## config.mk

```make
export PLATFORM = sky130hd
export DESIGN_NAME = serial_memory_loader_flat
export DESIGN_NICKNAME = d
export VERILOG_FILES = /design/src/rtl/mem_mode_pkg.sv /design/src/rtl/serial_memory_loader_pkg.sv /design/src/rtl/serial_memory_loader_if.sv /design/src/rtl/serial_memory_loader_uart_rx.sv /design/src/rtl/serial_memory_loader.sv /design/src/flat_wrapper.sv
export SDC_FILE = /design/constraint.sdc
export NUM_CORES = 1
export LEC_CHECK = 0
export ABC_AREA = 0
export BUFFER_PORTS_ARGS = -buffer_cell sky130_fd_sc_hd__clkbuf_2
export CORE_MARGIN = 2
export CORE_UTILIZATION = 40
export CTS_CLUSTER_DIAMETER = 100
export CTS_CLUSTER_SIZE = 25
export DETAILED_ROUTE_END_ITERATION = 10
export PLACE_DENSITY = 0.64
export SLEW_MARGIN = 20
export SYNTH_ARGS = -nofsm -noshare
export SYNTH_HDL_FRONTEND = slang
export SYNTH_SLANG_ARGS = --single-unit
```

## constraint.sdc

```tcl
create_clock -name clk -period 6.19 [get_ports clk]
set_input_delay 0.3095 -clock clk [delete_from_list [all_inputs] [get_ports clk]]
set_output_delay 0.3095 -clock clk [all_outputs]
set_load 0.01 [all_outputs]
```

## src/rtl/mem_mode_pkg.sv

```systemverilog
// Access-mode encodings shared by the processor memory port and everything that drives it.
// MODE_NONE idles the port; the sized modes select byte/half/word transfers.
package mem_mode_pkg;

    localparam logic [2:0] MODE_NONE = 3'd0;
    localparam logic [2:0] MODE_BYTE = 3'd1;
    localparam logic [2:0] MODE_HALF = 3'd2;
    localparam logic [2:0] MODE_WORD = 3'd3;

endpackage

```

## src/rtl/serial_memory_loader_pkg.sv

```systemverilog
// Command/response bytes and FSM states for the serial memory loader.
// Memory mode encodings come from mem_mode_pkg; consumers import both packages.
package loader_pkg;

    localparam logic [7:0] CMD_W = 8'h57;
    localparam logic [7:0] CMD_R = 8'h52;
    localparam logic [7:0] CMD_P = 8'h50;
    localparam logic [7:0] CMD_G = 8'h47;
    localparam logic [7:0] RSP_K = 8'h4B;
    localparam logic [7:0] RSP_E = 8'h45;

    typedef enum logic [2:0] {
        IDLE,
        GET_ADDR,
        GET_DATA,
        WRITE,
        READ_WAIT,
        SEND,
        SEND_WAIT
    } loaderState_t;

endpackage

```

## src/rtl/serial_memory_loader_if.sv

```systemverilog
// Processor external-memory port as seen by the loader (master) and the core/memory (slave).
// Plain level signals, no handshake: the loader owns the port while externalMemoryControl is high.
interface serial_memory_loader_if;

    logic        pause;
    logic        externalMemoryControl;
    logic [31:0] externalAddress;
    logic [31:0] externalData;
    logic [2:0]  externalReadMode;
    logic [2:0]  externalWriteMode;
    logic [31:0] externalDataIn;

    modport master (
        output pause,
        output externalMemoryControl,
        output externalAddress,
        output externalData,
        output externalReadMode,
        output externalWriteMode,
        input  externalDataIn
    );

    modport slave (
        input  pause,
        input  externalMemoryControl,
        input  externalAddress,
        input  externalData,
        input  externalReadMode,
        input  externalWriteMode,
        output externalDataIn
    );

endinterface

```

## src/rtl/serial_memory_loader_uart_rx.sv

```systemverilog
// UART byte receiver: 2-flop synchroniser, mid-bit sampling, glitch-rejecting start check.
// byteValid / stopError are one-clk pulses at the stop-bit centre; no backpressure, bytes are never held.
module uart_rx #(
    parameter int CLKS_PER_BIT = 434
) (
    input  logic       clk,
    input  logic       rst,
    input  logic       rx,
    output logic [7:0] rxByte,
    output logic       byteValid,
    output logic       stopError
);

    typedef enum logic [1:0] {RX_IDLE, RX_START, RX_DATA, RX_STOP} rxState_t;

    localparam int CW = $clog2(CLKS_PER_BIT) + 1;
    localparam logic [CW-1:0] BIT_LAST  = CW'(CLKS_PER_BIT - 1);
    localparam logic [CW-1:0] HALF_LAST = CW'(CLKS_PER_BIT / 2 - 1);

    rxState_t      rxState;
    logic          rxMeta;
    logic          rxSync;
    logic          rxPrev;
    logic [CW-1:0] clkCnt;
    logic [2:0]    bitIdx;

    always_ff @(posedge clk or negedge rst) begin
        if (!rst) begin
            rxState   <= RX_IDLE;
            rxMeta    <= 1'b1;
            rxSync    <= 1'b1;
            rxPrev    <= 1'b1;
            clkCnt    <= '0;
            bitIdx    <= '0;
            rxByte    <= '0;
            byteValid <= 1'b0;
            stopError <= 1'b0;
        end else begin
            rxMeta    <= rx;
            rxSync    <= rxMeta;
            rxPrev    <= rxSync;
            byteValid <= 1'b0;
            stopError <= 1'b0;
            case (rxState)
                RX_IDLE: begin
                    if (rxPrev && !rxSync) begin
                        rxState <= RX_START;
                        clkCnt  <= '0;
                    end
                end
                RX_START: begin
                    if (clkCnt == HALF_LAST) begin
                        clkCnt <= '0;
                        bitIdx <= '0;
                        // A line that is high again at mid-start was only a glitch.
                        rxState <= rxSync ? RX_IDLE : RX_DATA;
                    end else begin
                        clkCnt <= clkCnt + 1'b1;
                    end
                end
                RX_DATA: begin
                    if (clkCnt == BIT_LAST) begin
                        clkCnt <= '0;
                        rxByte <= {rxSync, rxByte[7:1]};
                        if (bitIdx == 3'd7) rxState <= RX_STOP;
                        else                bitIdx  <= bitIdx + 1'b1;
                    end else begin
                        clkCnt <= clkCnt + 1'b1;
                    end
                end
                RX_STOP: begin
                    if (clkCnt == BIT_LAST) begin
                        clkCnt    <= '0;
                        rxState   <= RX_IDLE;
                        byteValid <= rxSync;
                        stopError <= !rxSync;
                    end else begin
                        clkCnt <= clkCnt + 1'b1;
                    end
                end
                default: rxState <= RX_IDLE;
            endcase
        end
    end

endmodule

```

## src/rtl/serial_memory_loader.sv

```systemverilog
// UART command loader driving the processor memory port: W/R word access, P/G pause control.
// Half-duplex: bytes arriving while a reply is being transmitted are dropped.
module serial_memory_loader
    import mem_mode_pkg::*, loader_pkg::*;
#(
    parameter int CLKS_PER_BIT     = 434,
    parameter int TIMEOUT_CLKS     = 1 << 20,
    parameter int MEM_READ_LATENCY = 1,
    parameter bit BOOT_PAUSED      = 1'b1
) (
    input  logic                          clk,
    input  logic                          rst,
    input  logic                          rx,
    output logic                          tx,
    serial_memory_loader_if.master        mem,
    output logic                          busy,
    output logic                          frameError
);

    localparam int TW = $clog2(TIMEOUT_CLKS) + 1;
    localparam int LW = $clog2(MEM_READ_LATENCY + 1) + 1;
    localparam int CW = $clog2(CLKS_PER_BIT) + 1;
    localparam logic [TW-1:0] GAP_LAST  = TW'(TIMEOUT_CLKS - 1);
    localparam logic [LW-1:0] WAIT_LAST = LW'(MEM_READ_LATENCY);
    localparam logic [CW-1:0] BIT_LAST  = CW'(CLKS_PER_BIT - 1);

    logic [7:0]    rxByte;
    logic          rxValid;
    logic          rxStopErr;

    loaderState_t  state;
    logic [7:0]    cmdByte;
    logic [1:0]    byteCnt;
    logic [31:0]   addrSr;
    logic [31:0]   dataSr;
    logic          writePhase;
    logic [LW-1:0] waitCnt;
    logic [TW-1:0] gapCnt;
    logic [31:0]   replyBuf;
    logic [2:0]    replyLeft;
    logic [7:0]    txByte;
    logic          txStart;
    logic          txDone;

    logic          txActive;
    logic [9:0]    txShift;
    logic [3:0]    txBitCnt;
    logic [CW-1:0] txClkCnt;

    uart_rx #(.CLKS_PER_BIT(CLKS_PER_BIT)) u_rx (
        .clk       (clk),
        .rst       (rst),
        .rx        (rx),
        .rxByte    (rxByte),
        .byteValid (rxValid),
        .stopError (rxStopErr)
    );

    assign busy = (state != IDLE);

    always_ff @(posedge clk or negedge rst) begin
        if (!rst) begin
            state                     <= IDLE;
            cmdByte                   <= '0;
            byteCnt                   <= '0;
            addrSr                    <= '0;
            dataSr                    <= '0;
            writePhase                <= 1'b0;
            waitCnt                   <= '0;
            gapCnt                    <= '0;
            replyBuf                  <= '0;
            replyLeft                 <= '0;
            txByte                    <= '0;
            txStart                   <= 1'b0;
            frameError                <= 1'b0;
            mem.pause                 <= BOOT_PAUSED;
            mem.externalMemoryControl <= BOOT_PAUSED;
            mem.externalAddress       <= '0;
            mem.externalData          <= '0;
            mem.externalReadMode      <= MODE_NONE;
            mem.externalWriteMode     <= MODE_NONE;
        end else begin
            txStart    <= 1'b0;
            frameError <= rxStopErr;

            if (rxValid || !(state == GET_ADDR || state == GET_DATA)) gapCnt <= '0;
            else                                                       gapCnt <= gapCnt + 1'b1;

            case (state)
                IDLE: begin
                    if (rxValid) begin
                        case (rxByte)
                            CMD_W, CMD_R: begin
                                cmdByte <= rxByte;
                                byteCnt <= '0;
                                state   <= GET_ADDR;
                            end
                            CMD_P: begin
                                mem.pause                 <= 1'b1;
                                mem.externalMemoryControl <= 1'b1;
                                replyBuf                  <= {RSP_K, 24'h0};
                                replyLeft                 <= 3'd1;
                                state                     <= SEND;
                            end
                            CMD_G: begin
                                mem.pause                 <= 1'b0;
                                mem.externalMemoryControl <= 1'b0;
                                replyBuf                  <= {RSP_K, 24'h0};
                                replyLeft                 <= 3'd1;
                                state                     <= SEND;
                            end
                            default: ;
                        endcase
                    end
                end
                GET_ADDR: begin
                    if (rxStopErr) begin
                        state <= IDLE;
                    end else if (gapCnt == GAP_LAST) begin
                        state      <= IDLE;
                        frameError <= 1'b1;
                    end else if (rxValid) begin
                        addrSr  <= {addrSr[23:0], rxByte};
                        byteCnt <= byteCnt + 1'b1;
                        if (byteCnt == 2'd3) begin
                            if (cmdByte == CMD_W) begin
                                state <= GET_DATA;
                            end else if (mem.pause) begin
                                mem.externalAddress  <= {addrSr[23:0], rxByte};
                                mem.externalReadMode <= MODE_WORD;
                                waitCnt              <= '0;
                                state                <= READ_WAIT;
                            end else begin
                                replyBuf  <= {RSP_E, 24'h0};
                                replyLeft <= 3'd1;
                                state     <= SEND;
                            end
                        end
                    end
                end
                GET_DATA: begin
                    if (rxStopErr) begin
                        state <= IDLE;
                    end else if (gapCnt == GAP_LAST) begin
                        state      <= IDLE;
                        frameError <= 1'b1;
                    end else if (rxValid) begin
                        dataSr  <= {dataSr[23:0], rxByte};
                        byteCnt <= byteCnt + 1'b1;
                        if (byteCnt == 2'd3) begin
                            if (mem.pause) begin
                                // Address/data settle a full clk before the write strobe.
                                mem.externalAddress <= addrSr;
                                mem.externalData    <= {dataSr[23:0], rxByte};
                                writePhase          <= 1'b0;
                                state               <= WRITE;
                            end else begin
                                replyBuf  <= {RSP_E, 24'h0};
                                replyLeft <= 3'd1;
                                state     <= SEND;
                            end
                        end
                    end
                end
                WRITE: begin
                    if (!writePhase) begin
                        mem.externalWriteMode <= MODE_WORD;
                        writePhase            <= 1'b1;
                    end else begin
                        mem.externalWriteMode <= MODE_NONE;
                        replyBuf              <= {RSP_K, 24'h0};
                        replyLeft             <= 3'd1;
                        state                 <= SEND;
                    end
                end
                READ_WAIT: begin
                    if (waitCnt == WAIT_LAST) begin
                        mem.externalReadMode <= MODE_NONE;
                        replyBuf             <= mem.externalDataIn;
                        replyLeft            <= 3'd4;
                        state                <= SEND;
                    end else begin
                        waitCnt <= waitCnt + 1'b1;
                    end
                end
                SEND: begin
                    txByte    <= replyBuf[31:24];
                    replyBuf  <= {replyBuf[23:0], 8'h00};
                    replyLeft <= replyLeft - 1'b1;
                    txStart   <= 1'b1;
                    state     <= SEND_WAIT;
                end
                SEND_WAIT: begin
                    if (txDone) state <= (replyLeft == 3'd0) ? IDLE : SEND;
                end
                default: state <= IDLE;
            endcase
        end
    end

    // Frame shifter: bit 0 is always on the line; shifts in idle-high ones behind it.
    always_ff @(posedge clk or negedge rst) begin
        if (!rst) begin
            tx       <= 1'b1;
            txActive <= 1'b0;
            txShift  <= '1;
            txBitCnt <= '0;
            txClkCnt <= '0;
            txDone   <= 1'b0;
        end else begin
            txDone <= 1'b0;
            if (txStart) begin
                txShift  <= {1'b1, txByte, 1'b0};
                tx       <= 1'b0;
                txActive <= 1'b1;
                txBitCnt <= '0;
                txClkCnt <= '0;
            end else if (txActive) begin
                if (txClkCnt == BIT_LAST) begin
                    txClkCnt <= '0;
                    if (txBitCnt == 4'd9) begin
                        txActive <= 1'b0;
                        txDone   <= 1'b1;
                        tx       <= 1'b1;
                    end else begin
                        txBitCnt <= txBitCnt + 1'b1;
                        tx       <= txShift[1];
                        txShift  <= {1'b1, txShift[9:1]};
                    end
                end else begin
                    txClkCnt <= txClkCnt + 1'b1;
                end
            end
        end
    end

endmodule

```

## src/flat_wrapper.sv

```systemverilog
// flat-port wrapper written by rule: the top's interface ports become plain ports
module serial_memory_loader_flat import mem_mode_pkg::*, loader_pkg::*;
#(
    parameter int CLKS_PER_BIT     = 434,
    parameter int TIMEOUT_CLKS     = 1 << 20,
    parameter int MEM_READ_LATENCY = 1,
    parameter bit BOOT_PAUSED      = 1'b1
)
  (clk, rst, rx, tx, busy, frameError, mem_pause, mem_externalMemoryControl, mem_externalAddress, mem_externalData, mem_externalReadMode, mem_externalWriteMode, mem_externalDataIn);
  serial_memory_loader_if mem_i ();
  input  logic clk;
  input  logic rst;
  input  logic rx;
  output logic tx;
  output logic busy;
  output logic frameError;
  output wire logic [$bits(mem_i.pause)-1:0] mem_pause;
  output wire logic [$bits(mem_i.externalMemoryControl)-1:0] mem_externalMemoryControl;
  output wire logic [$bits(mem_i.externalAddress)-1:0] mem_externalAddress;
  output wire logic [$bits(mem_i.externalData)-1:0] mem_externalData;
  output wire logic [$bits(mem_i.externalReadMode)-1:0] mem_externalReadMode;
  output wire logic [$bits(mem_i.externalWriteMode)-1:0] mem_externalWriteMode;
  input wire logic [$bits(mem_i.externalDataIn)-1:0] mem_externalDataIn;
  assign mem_pause = mem_i.pause;
  assign mem_externalMemoryControl = mem_i.externalMemoryControl;
  assign mem_externalAddress = mem_i.externalAddress;
  assign mem_externalData = mem_i.externalData;
  assign mem_externalReadMode = mem_i.externalReadMode;
  assign mem_externalWriteMode = mem_i.externalWriteMode;
  assign mem_i.externalDataIn = mem_externalDataIn;
  serial_memory_loader #(.CLKS_PER_BIT(CLKS_PER_BIT), .TIMEOUT_CLKS(TIMEOUT_CLKS), .MEM_READ_LATENCY(MEM_READ_LATENCY), .BOOT_PAUSED(BOOT_PAUSED)) u_core (.clk(clk), .rst(rst), .rx(rx), .tx(tx), .mem(mem_i), .busy(busy), .frameError(frameError));
endmodule
```

## After elaboration in Yosys (flattened, before gate mapping)

Cells that the tools add are included.
W data, S select, Z words.

- Output and inout port bits: 75
- Register bits after elaboration: 264
- Logic and storage cells: 274
- Input bits: 35

- Equality and inequality tests: 55
- Bitwise operators: 2
- Add/sub/neg operators: 8
- Muxes and demuxes: 137
- Reductions and logical operators: 39

Operators by type and width:

| cell | count |
|---|---|
| $mux W32 | 25 |
| $pmux W32 S6 | 1 |
| $mux W3 | 39 |
| $mux W10 | 10 |
| $pmux W32 S2 | 1 |
| $ne A2 B2 Y1 const B | 21 |
| $eq A8 B7 Y1 const B | 5 |
| $mux W2 | 19 |
| $pmux W10 S3 | 1 |
| $mux W1 | 26 |
| $add A21 B1 Y21 const B | 1 |
| $eq A21 B20 Y1 const B | 1 |
| $mux W21 | 1 |
| $pmux W3 S7 | 1 |
| $add A10 B1 Y10 const B | 2 |
| $eq A10 B9 Y1 const B | 2 |
| $pmux W3 S2 | 3 |
| $pmux W3 S6 | 1 |
| $reduce_and A6 Y1 | 3 |
| $mux W4 | 4 |
| $ne A4 B4 Y1 const B | 4 |
| $reduce_and A8 Y1 | 2 |
| $reduce_bool A2 Y1 | 8 |
| $ne A2 B1 Y1 const B | 7 |
| other kinds (31) | 53 |

## Longest topological paths before layout

Gate-level depths: netlist of run 1.

- Word-level depth: 7
- Mapped depth: 11
- Mapped depth without buffers: 8

## By module

A second synthesis of run 1 with hierarchy kept.

- Cell total of the unflattened synthesis: 1030
- Area, all modules: 11823.8 sq um

By module, submodules not included:

| module | area each (sq um) | times used | cells each |
|---|---|---|---|
| serial_memory_loader | 10400.0 | 1 | 899 |
| uart_rx | 1423.9 | 1 | 131 |

## Least setup slack after synthesis of run 1

Ideal clock, no wire load.

- Path kind: register to register
- Start: register u_core.mem.pause
- End: register u_core.replyBuf[25]
- Path buffers: 4
- Required time: 6.051 ns
- Cell stages (with the launch flop): 11
- Setup time: 0.139 ns
- Data arrival time: 2.152 ns
- Path slack: 3.899 ns
- Cell sequence: dfstp_2 buf_6 or3b_1 a21oi_1 o211ai_1 or4_1 buf_2 buf_6 buf_6 nand2_1 o31ai_2

- Longest elaborated chain between the ends: 7
- Elaborated cells between the ends (all ways): 11
- Those cells by class: mux (11)

RTL lines:

| what | RTL line | source |
|---|---|---|
| start: declaration | serial_memory_loader_if.sv:14 | `output pause,` |
| start signal: assignment | serial_memory_loader.sv:76 | `mem.pause <= BOOT_PAUSED;` |
| start signal: assignment | serial_memory_loader.sv:99 | `mem.pause <= 1'b1;` |
| start signal: assignment | serial_memory_loader.sv:106 | `mem.pause <= 1'b0;` |
| $mux W32 (*) | - |  |
| $mux W32 (5 in a row) | - |  |
| $pmux W32 S6 (*) | - |  |
| end signal: assignment | serial_memory_loader.sv:101 | `replyBuf <= {RSP_K, 24'h0};` |
| end signal: assignment | serial_memory_loader.sv:108 | `replyBuf <= {RSP_K, 24'h0};` |
| end signal: assignment | serial_memory_loader.sv:134 | `replyBuf <= {RSP_E, 24'h0};` |
| end: declaration | serial_memory_loader.sv:39 | `logic [31:0] replyBuf;` |

Every way passes the cells marked *; elsewhere a longest branch is shown, timed or not. The select of a mux whose other input is x is not followed.
A chain may end at the register's enable or synchronous reset.

## Worst setup path after layout of run 1

- Start: register u_core.state[0]
- End: register u_core.replyLeft[0]

- Longest elaborated chain between the ends: 3
- Elaborated cells between the ends (all ways): 22
- Those cells by class: eq/ne (18); mux (1); reduce/logical (3)

RTL lines:

| what | RTL line | source |
|---|---|---|
| start: declaration | serial_memory_loader.sv:31 | `loaderState_t state;` |
| start signal: assignment | serial_memory_loader.sv:194 | `if (txDone) state <= (replyLeft == 3'd0) ? IDLE : SEND;` |
| $eq A3 B3 Y1 (tied with other cells) | serial_memory_loader.sv:89 | `case (state)` |
| $reduce_bool A6 Y1 (no source line) (tied with other cells) | - |  |
| $reduce_and A14 Y1 (no source line) | - |  |
| end signal: assignment | serial_memory_loader.sv:189 | `replyLeft <= replyLeft - 1'b1;` |
| end: declaration | serial_memory_loader.sv:40 | `logic [2:0] replyLeft;` |

Parallel ways exist; a longest one is shown, timed or not.

==> results of run 1 <==
[cell usage after synthesis (all sizes together), types with 4 or more instances]
master    n
nor3b     4
and4      4
o31ai    24
inv      20
nor2b    11
o21ai    63
nor3     26
dfrtp   245
or2       7
nand2   109
nor2     79
a21oi    27
nand3    19
dfstp    13
and3      6
mux2i    59
or4       4
xnor2     7
buf      30
mux2    107
a31oi     6
or3       7
a21o      6
clkbuf   28
nand2b   10
xor2     21
ha       14
nand4    12
[cell type report]
type,count,area (sq um),share of cell area [%]
clock buffers,23,405,3.16
clock inverters,1,16.3,0.127
inverters,21,78.8,0.615
multi-input cells,675,4690,36.6
flip-flops and latches,258,6470,50.5
well taps,384,480,3.75
repair buffers,121,681,5.31
[state kept, by name (all words and copies together) (netlist names), 10 cells and up, named ones only]
name                        count
u_core.mem.externalAddress     32
u_core.replyBuf                32
u_core.mem.externalData        32
u_core.gapCnt                  21
u_core.txClkCnt                10
u_core.dataSr                  24
u_core.u_rx.clkCnt             10
u_core.addrSr                  32
[routing by layer]
metal  GRT usage [%]  part of all wire (%)  up-vias
met5               0                     0        -
met4            2.59                   1.0        0
met3            2.17                   3.4       13
met2            25.2                    47      113
met1            21.9                    49     3710
li1                -                     -     3691
[per-stage QoR]
stage                     total power (W)  std cells
after floorplan                   0.00184       1012
after global placement            0.00191       1452
after detailed placement          0.00191       1452
after CTS                         0.00294       1483
after global routing              0.00302       1483
final                             0.00289       1483
[worst paths after layout]
check                                       from                          end  slack (ns)  cells after the start
max                              u_core.state[0]          u_core.replyLeft[0]        3.10                      7
min                        mem_externalDataIn[1]           u_core.replyBuf[1]        0.03                      3
min reg2reg                   u_core.u_rx.rxMeta           u_core.u_rx.rxSync        0.36                      0
min in group asynchronous                    rst           u_core.txClkCnt[7]        0.40                      2
max reg2reg                      u_core.state[0]          u_core.replyLeft[0]        3.10                      7
max in group asynchronous                    rst  u_core.mem.externalData[28]        4.48                      3
[kinds of logic (layout without fill, tap and decap cells)]
group / Yosys count / in the layout / synth area share (%)
other: 1 / 2 / 0.0325
buffers and inverters: 79 / 166 / 3.43
AO/OA/AOI/OAI: 152 / 152 / 8.22
adder cells (fa/ha/maj): 15 / 15 / 1.61
AND/OR/NAND/NOR: 312 / 312 / 12.9
multiplexers: 166 / 166 / 15.6
flip-flops: 258 / 258 / 56.1
XOR/XNOR: 28 / 28 / 2.13
[power by group through the flow]
stage / Combinational, W / Sequential (W) / Clock (W)
after global routing: 0.000146 / 0.00176 / 0.00112
after global placement: 0.000123 / 0.00178 / 0
final: 0.000124 / 0.00175 / 0.00101
after detailed placement: 0.000125 / 0.00179 / 0
after floorplan: 0.0000733 / 0.00177 / 0
after CTS: 0.000128 / 0.00175 / 0.00106
[critical path, cell delays in order, from the launching register on]
cell and delay (ns):
sky130_fd_sc_hd__dfrtp_1 0.33, sky130_fd_sc_hd__buf_4 0.46, sky130_fd_sc_hd__nand2b_1 0.36, sky130_fd_sc_hd__a21oi_1 0.22, sky130_fd_sc_hd__and3_1 0.24, sky130_fd_sc_hd__or4_4 0.85, sky130_fd_sc_hd__or3_1 0.45, sky130_fd_sc_hd__o21ai_1 0.08
[what timing repair did]
item	in CTS	in global routing
hold buffers	7	0
endpoints found under the hold margin	97	0
buffers inserted	0	0
==> results.txt, run 1 <==
----------------------------------------------------
[Outcome]
  Status ... complete, no violations

[Clock tree]
  Insertion delay to the later sink of the worst-skew pair ... 0.49 ns
  Number of clock sinks ... 258
  Clock tree from TritonCTS ... done
  H-tree Lvls ... 1
  Buffers from clock root to sink, at most ... 3
  Num CTS Buffers ... 14
  CTS clk-pin slew, worst paths ... 0.10 ns
  CTS Root Buffer Type ... sky130_fd_sc_hd__clkbuf_16
  Number of gates resized after cts ... 0

[Power]
  Maximum vdd drop ... 0.000123 V
  Internal ... 0.00222 W
  Sequential group share of total power ... 60.7%
  Total power divided by cell area ... 225 nW/um^2
  P_sw ... 0.000663 W
  Leak Pwr ... 5.93 nW
  Fraction of power consumed by the clock network ... 35.0%
  Combinational power share ... 4.3%
  Switching share of power ... 23.0%

[Global routing]
  First-pass GRT wire length ... 38.6 mm
  Number of antenna violations at the first check in global routing ... 0
  Residual overflow from global routing ... 0
  Number of global-route vias before repair ... 7355
  Maximum number of pins on one net before global-route repair ... 159
  Total track usage ... 15.3%

[Placed design]
  Cell Area, Placed ... 12300 sq um
  Number of port buffers ... 107
  HPWL after detailed placement ... 15.2 mm
  Post-Place Worst Slack ... 2.71 ns
  Final estimated routing congestion in global placement ... 0.854

[Die]
  Number of rows created at floorplan ... 62
  Count of boundary I/O pins ... 110
  Full die area ... 30200 sq um
  Starting density of the core ... 40.4%
  Core region area ... 28500 sq um
  DIE HEIGHT ... 174 um
  Die Wd ... 174 um

[Cells and area]
  Final cell utilization of the core ... 44.9%
  Final std cell area, no fill ... 12800 sq um
  Final Net Count ... 1140
  Commonest cells after routing, fill and taps aside ... sky130_fd_sc_hd__dfrtp_1, sky130_fd_sc_hd__nand2_1, sky130_fd_sc_hd__mux2_2
  Area added between synthesis and finish ... 11.1%
  Antenna diode instance count ... 0
  Commonest non-fill, non-tap cell in the layout ... sky130_fd_sc_hd__dfrtp_1
  Count of filler cells inserted in the layout ... 2720
  Share of cells above drive strength 1 ... 24.5%

[Logic synthesis]
  Fraction of the yosys area taken by sequential cells ... 56.1%
  Most frequently used flop master after synthesis ... sky130_fd_sc_hd__dfrtp_1
  Fraction of post-synthesis cell area in the top cell type by area ... 53.1%
  Dominant cells by area after synthesis ... sky130_fd_sc_hd__dfrtp_1, sky130_fd_sc_hd__mux2_2, sky130_fd_sc_hd__mux2i_1
  Ys async rst share ... 100%
  Synthesized flop and latch total ... 258
  Mapped Area ... 11500 sq um
  Yosys synthesis warning count ... 0
  Post-synth top area cell ... sky130_fd_sc_hd__dfrtp_1
  Number of flops mapped to enable cells by yosys ... 0
  Number of standard cells after synthesis ... 1011
  Library cells used by synthesis ... 62
  Avg Cell Area, Syn ... 11.4 sq um

[Detailed routing]
  Number of search-and-repair iterations in the first detailed-routing pass ... 6
  Vias after detailed routing ... 7527
  Drt first-iter violations ... 481
  Final wirelength ... 23.0 mm
  Per-cell via count in the routed design ... 5.08
  DR DRC count ... 0
  Remaining antenna violation count after routing ... 0
  DR WL/cell ... 15.5 um

[Timing]
  Total count of hold-check failures in the final report ... 0
  Final period utilization ... 49.9%
  PnR worst setup slack ... 3.10 ns
  RSZ-0062 raised after global routing ... no
  Minimum period implied by the final worst setup slack ... 3.09 ns
  Top achievable clock speed ... 324 MHz
  Max-Slew Margin vs Limit ... 41.5%
  Tightest hold margin ... 0.0315 ns
  Number of setup violations in the final report ... 0
  Measured slew at the worst slew-check pin ... 0.877 ns
  Clock Skew ... 0.0216 ns
  Total Negative Setup Slacks ... 0 ns
  Number of max-slew violations in the final report ... 0

[Setup path]
  Required time at the endpoint of the critical path ... 6.60 ns
  Worst Path Arrival ... 3.50 ns
  Kind of critical path ... reg2reg
  Nature of the critical path endpoint ... register
  Biggest fanout along the worst timing path ... 68
  Crit start category ... register

[Worst hold path]
  Class of the worst hold path ... in2reg

[Run]
  Number of max-capacitance violations reported ... 0

----------------------------------------------------
Power figures use the tool's default switching activity.
==> run 2: changes to the inputs <==
--- a/config.mk
+++ b/config.mk
@@ -5,14 +5,14 @@
 export SDC_FILE = /design/constraint.sdc
 export NUM_CORES = 1
 export LEC_CHECK = 0
-export ABC_AREA = 0
+export ABC_AREA = 1
 export BUFFER_PORTS_ARGS = -buffer_cell sky130_fd_sc_hd__clkbuf_2
 export CORE_MARGIN = 2
 export CORE_UTILIZATION = 40
 export CTS_CLUSTER_DIAMETER = 100
 export CTS_CLUSTER_SIZE = 25
 export DETAILED_ROUTE_END_ITERATION = 10
-export PLACE_DENSITY = 0.64
+export PLACE_DENSITY = 0.63
 export SLEW_MARGIN = 20
 export SYNTH_ARGS = -nofsm -noshare
 export SYNTH_HDL_FRONTEND = slang
==> constraint.sdc (replaced) <==
create_clock -name clk -period 2.95 [get_ports clk]
set_input_delay 0.1475 -clock clk [delete_from_list [all_inputs] [get_ports clk]]
set_output_delay 0.1475 -clock clk [all_outputs]
set_load 0.01 [all_outputs]
==> run 2 against run 1 <==
Effect of this change:
- sequential power up 110%
- critical endpoint is now u_core.addrSr[14]
- sequential share of layout area down 3.0 points
- clock power up 120%
- combinational power rose to 3.0 times the previous value
- wire length up 18%
- fmax up 31%
- core utilization down 0.072 points
- largest power group unchanged
- final area up 6.4%
- clock-buffer cell count down 6
==> results.txt, run 2 <==
----------------------------------------------------
[Outcome]
  Status ... complete, no violations

[Global routing]
  Maximum number of pins on one net before global-route repair ... 86 (-46%)
  Residual overflow from global routing ... 0 (unchanged)
  Total track usage ... 17.2% (+1.9 points)
  Number of global-route vias before repair ... 9014 (+23%)
  Number of antenna violations at the first check in global routing ... 0 (unchanged)
  First-pass GRT wire length ... 45.4 mm (+17%)

[Logic synthesis]
  Fraction of the yosys area taken by sequential cells ... 52.6% (-3.5 points)
  Fraction of post-synthesis cell area in the top cell type by area ... 49.8% (-3.3 points)
  Mapped Area ... 12300 sq um (+6.6%)
  Library cells used by synthesis ... 46 (-26%)
  Dominant cells by area after synthesis ... sky130_fd_sc_hd__dfrtp_1, sky130_fd_sc_hd__nand2_1, sky130_fd_sc_hd__o21ai_0
  Number of flops mapped to enable cells by yosys ... 0 (unchanged)
  Count leader, synth ... sky130_fd_sc_hd__nand2_1
  Top post-synthesis cells by count ... sky130_fd_sc_hd__nand2_1, sky130_fd_sc_hd__dfrtp_1, sky130_fd_sc_hd__inv_1, sky130_fd_sc_hd__o21ai_0, sky130_fd_sc_hd__nand3_1
  Avg Cell Area, Syn ... 8.22 sq um (-28%)
  Synthesized flop and latch total ... 258 (unchanged)
  Most frequently used flop master after synthesis ... sky130_fd_sc_hd__dfrtp_1
  Yosys synthesis warning count ... 0 (unchanged)
  Post-synth top area cell ... sky130_fd_sc_hd__dfrtp_1
  Ys async rst share ... 100% (unchanged)
  Number of standard cells after synthesis ... 1496 (+48%)

[Die]
  Die Wd ... 179 um (+3.2%)
  DIE HEIGHT ... 179 um (+3.2%)
  Core region area ... 30400 sq um (+6.6%)
  Count of boundary I/O pins ... 110 (unchanged)
  Full die area ... 32200 sq um (+6.5%)
  Starting density of the core ... 40.4% (about the same)
  Number of rows created at floorplan ... 64 (+3.2%)

[Detailed routing]
  DR WL/cell ... 13.6 um (-12%)
  Final wirelength ... 27.1 mm (+18%)
  DR DRC count ... 0 (unchanged)
  Number of search-and-repair iterations in the first detailed-routing pass ... 5 (-1)
  Per-cell via count in the routed design ... 4.87 (-4.1%)
  Vias after detailed routing ... 9669 (+28%)
  Remaining antenna violation count after routing ... 0 (unchanged)
  Drt first-iter violations ... 686 (+43%)

[Setup path]
  Required time at the endpoint of the critical path ... 3.30 ns (-3.30 ns)
  Kind of critical path ... reg2reg
  Nature of the critical path endpoint ... register
  Worst path max stage delay ... 0.46 ns (-0.39 ns)
  Cell-by-cell listing of the critical path ... ha_1 > nand2_1 > nor2_4 > nand2_1 > nor2_4 > nand2_2 > nand2_2 > inv_2 > nand3_4 > buf_4 > o21ai_0
  Register-to-register setup slack ... 0.59 ns (-2.51 ns)
  Cell family with most CP delay ... simple AND/OR/NAND/NOR gates
  Slowest CP cell ... sky130_fd_sc_hd__buf_4
  Worst Path Arrival ... 2.71 ns (-0.79 ns)
  Buffers and inverters on the worst path ... 2 (+1)
  Crit start category ... register
  Biggest fanout along the worst timing path ... 64 (-5.9%)

[Timing]
  PnR worst setup slack ... 0.593 ns (-2.51 ns)
  Number of max-slew violations in the final report ... 0 (unchanged)
  Max-Slew Margin vs Limit ... 54.6% (+13 points)
  Number of setup violations in the final report ... 0 (unchanged)
  RSZ-0062 raised after global routing ... no
  Measured slew at the worst slew-check pin ... 0.681 ns (-0.196 ns)
  Final period utilization ... 79.9% (+30 points)
  Clock Skew ... 0.0207 ns (-0.000870 ns)
  Minimum period implied by the final worst setup slack ... 2.36 ns (-0.731 ns)
  Total Negative Setup Slacks ... 0 ns (unchanged)
  Total count of hold-check failures in the final report ... 0 (unchanged)
  Top achievable clock speed ... 424 MHz (+31%)

[Clock tree]
  Num CTS Buffers ... 15 (+1)
  CTS clk-pin slew, worst paths ... 0.10 ns (about the same)
  CTS hold repair buffers ... 11 (+4)
  CTS Root Buffer Type ... sky130_fd_sc_hd__clkbuf_16
  Count of buffers added by post-CTS timing repair for setup ... 0 (unchanged)
  Insertion delay to the later sink of the worst-skew pair ... 0.50 ns (about the same)
  Buffers from clock root to sink, at most ... 3 (unchanged)
  Clock tree from TritonCTS ... done
  Number of gates resized after cts ... 0 (unchanged)
  Number of clock sinks ... 258 (unchanged)
  H-tree Lvls ... 1 (unchanged)

[Run]
  Number of max-capacitance violations reported ... 0 (unchanged)

[Power]
  Maximum vdd drop ... 0.000253 V (+110%)
  Total power divided by cell area ... 452 nW/um^2 (+100%)
  Leak Pwr ... 6.66 nW (+12%)

[Placed design]
  Final estimated routing congestion in global placement ... 0.846 (-0.94%)
  Post-Place Worst Slack ... 0.607 ns (-2.10 ns)
  HPWL after detailed placement ... 18.2 mm (+19%)
  Cell Area, Placed ... 13100 sq um (+6.2%)
  Number of port buffers ... 107 (unchanged)

[Cells and area]
  Area added between synthesis and finish ... 10.9%
  Final Net Count ... 1635 (+43%)
  Final std cell area, no fill ... 13600 sq um (+6.4%)
  Antenna diode instance count ... 0 (unchanged)
  Share of cells above drive strength 1 ... 12.0% (-12 points)
  Commonest cells after routing, fill and taps aside ... sky130_fd_sc_hd__nand2_1, sky130_fd_sc_hd__dfrtp_1, sky130_fd_sc_hd__inv_1
  Commonest non-fill, non-tap cell in the layout ... sky130_fd_sc_hd__nand2_1

[Worst hold path]
  Class of the worst hold path ... in2reg

----------------------------------------------------
-- run 2: cell count changes after synthesis, sizes merged, moves of 12 or more --
| cell | delta |
|---|---|
| o31ai | -20 |
| mux2 | -107 |
| inv | +164 |
| nand2 | +323 |
| nor2 | +25 |
| o21ai | +113 |
| xor2 | -14 |
| clkbuf | -12 |
| buf | +21 |
| mux2i | -59 |
| o21bai | +36 |
| nand3 | +84 |
-- run 2: stage by stage --
stage               std cells  utilization (%)  total power [W]  hold slack [ns]
global route             1987             44.8          0.00645           0.0241
CTS                      1987             44.8          0.00627          0.00192
finish                   1987             44.8          0.00616           0.0182
global placement         1954             43.0          0.00403            0.208
detailed placement       1954             43.0          0.00404            0.211
floorplan                1497                -          0.00387           -0.148
-- run 2: cell families (layout without fill, tap and decap cells) --
kind of cell | count (synthesis) | after routing | share of synthesized area (%)
flops | 258 | 258 | 52.6
buf+inv | 252 | 346 | 9.19
xor+xnor | 9 | 9 | 0.641
simple gates | 700 | 700 | 24.3
compound gates | 262 | 262 | 11.8
other cells | 1 | 2 | 0.0305
fa+ha+maj | 14 | 14 | 1.42
-- run 2: layer usage --
| metal | wire [um] | share of wire [%] | track usage [%] |
|---|---|---|---|
| met5 | 0 | 0 | 0 |
| met2 | 12300 | 45 | 27.4 |
| met4 | 413 | 1.5 | 3.26 |
| met1 | 13300 | 49 | 25.4 |
| met3 | 1100 | 4.1 | 2.11 |
-- run 2: layout make-up --
| type | count | area, sq um |
|---|---|---|
| Fill cell | 3085 | 16800 |
| Inverter | 185 | 694 |
| Tap cell | 396 | 495 |
| Timing Repair Buffer | 139 | 838 |
| Sequential cell | 258 | 6470 |
| Clock buffer | 17 | 383 |
| Multi-Input combinational cell | 987 | 4700 |
| Clock inverter | 5 | 56.3 |
-- run 2: final timing paths --
path | start | endpoint | cells past startpoint
max | u_core.gapCnt[0] | u_core.addrSr[14] | 11
min | mem_externalDataIn[11] | u_core.replyBuf[11] | 5
max reg2reg | u_core.gapCnt[0] | u_core.addrSr[14] | 11
min reg2reg | u_core.u_rx.rxMeta | u_core.u_rx.rxSync | 0
max in group asynchronous | rst | u_core.mem.pause | 3
min in group asynchronous | rst | u_core.mem.externalData[6] | 2
-- run 2: worst reg2reg max path, delay by kind of cell (launching register included) --
family / cells / cell delay, ns
AND/OR/NAND/NOR: 7 / 0.84
buffers and inverters: 2 / 0.59
flip-flops: 1 / 0.42
AO/OA/AOI/OAI: 1 / 0.19
adder cells (fa/ha/maj): 1 / 0.18
-- run 2: report_power, final --
| part | total, W | switching (W) | internal, W | leakage [nW] |
|---|---|---|---|---|
| Clock | 0.00218 | 0.00122 | 0.000967 | 0.211 |
| Sequential | 0.00361 | 0.0000389 | 0.00357 | 3.38 |
| Combinational | 0.000369 | 0.000255 | 0.000115 | 3.07 |
| Total | 0.00616 | 0.00151 | 0.00465 | 6.66 |
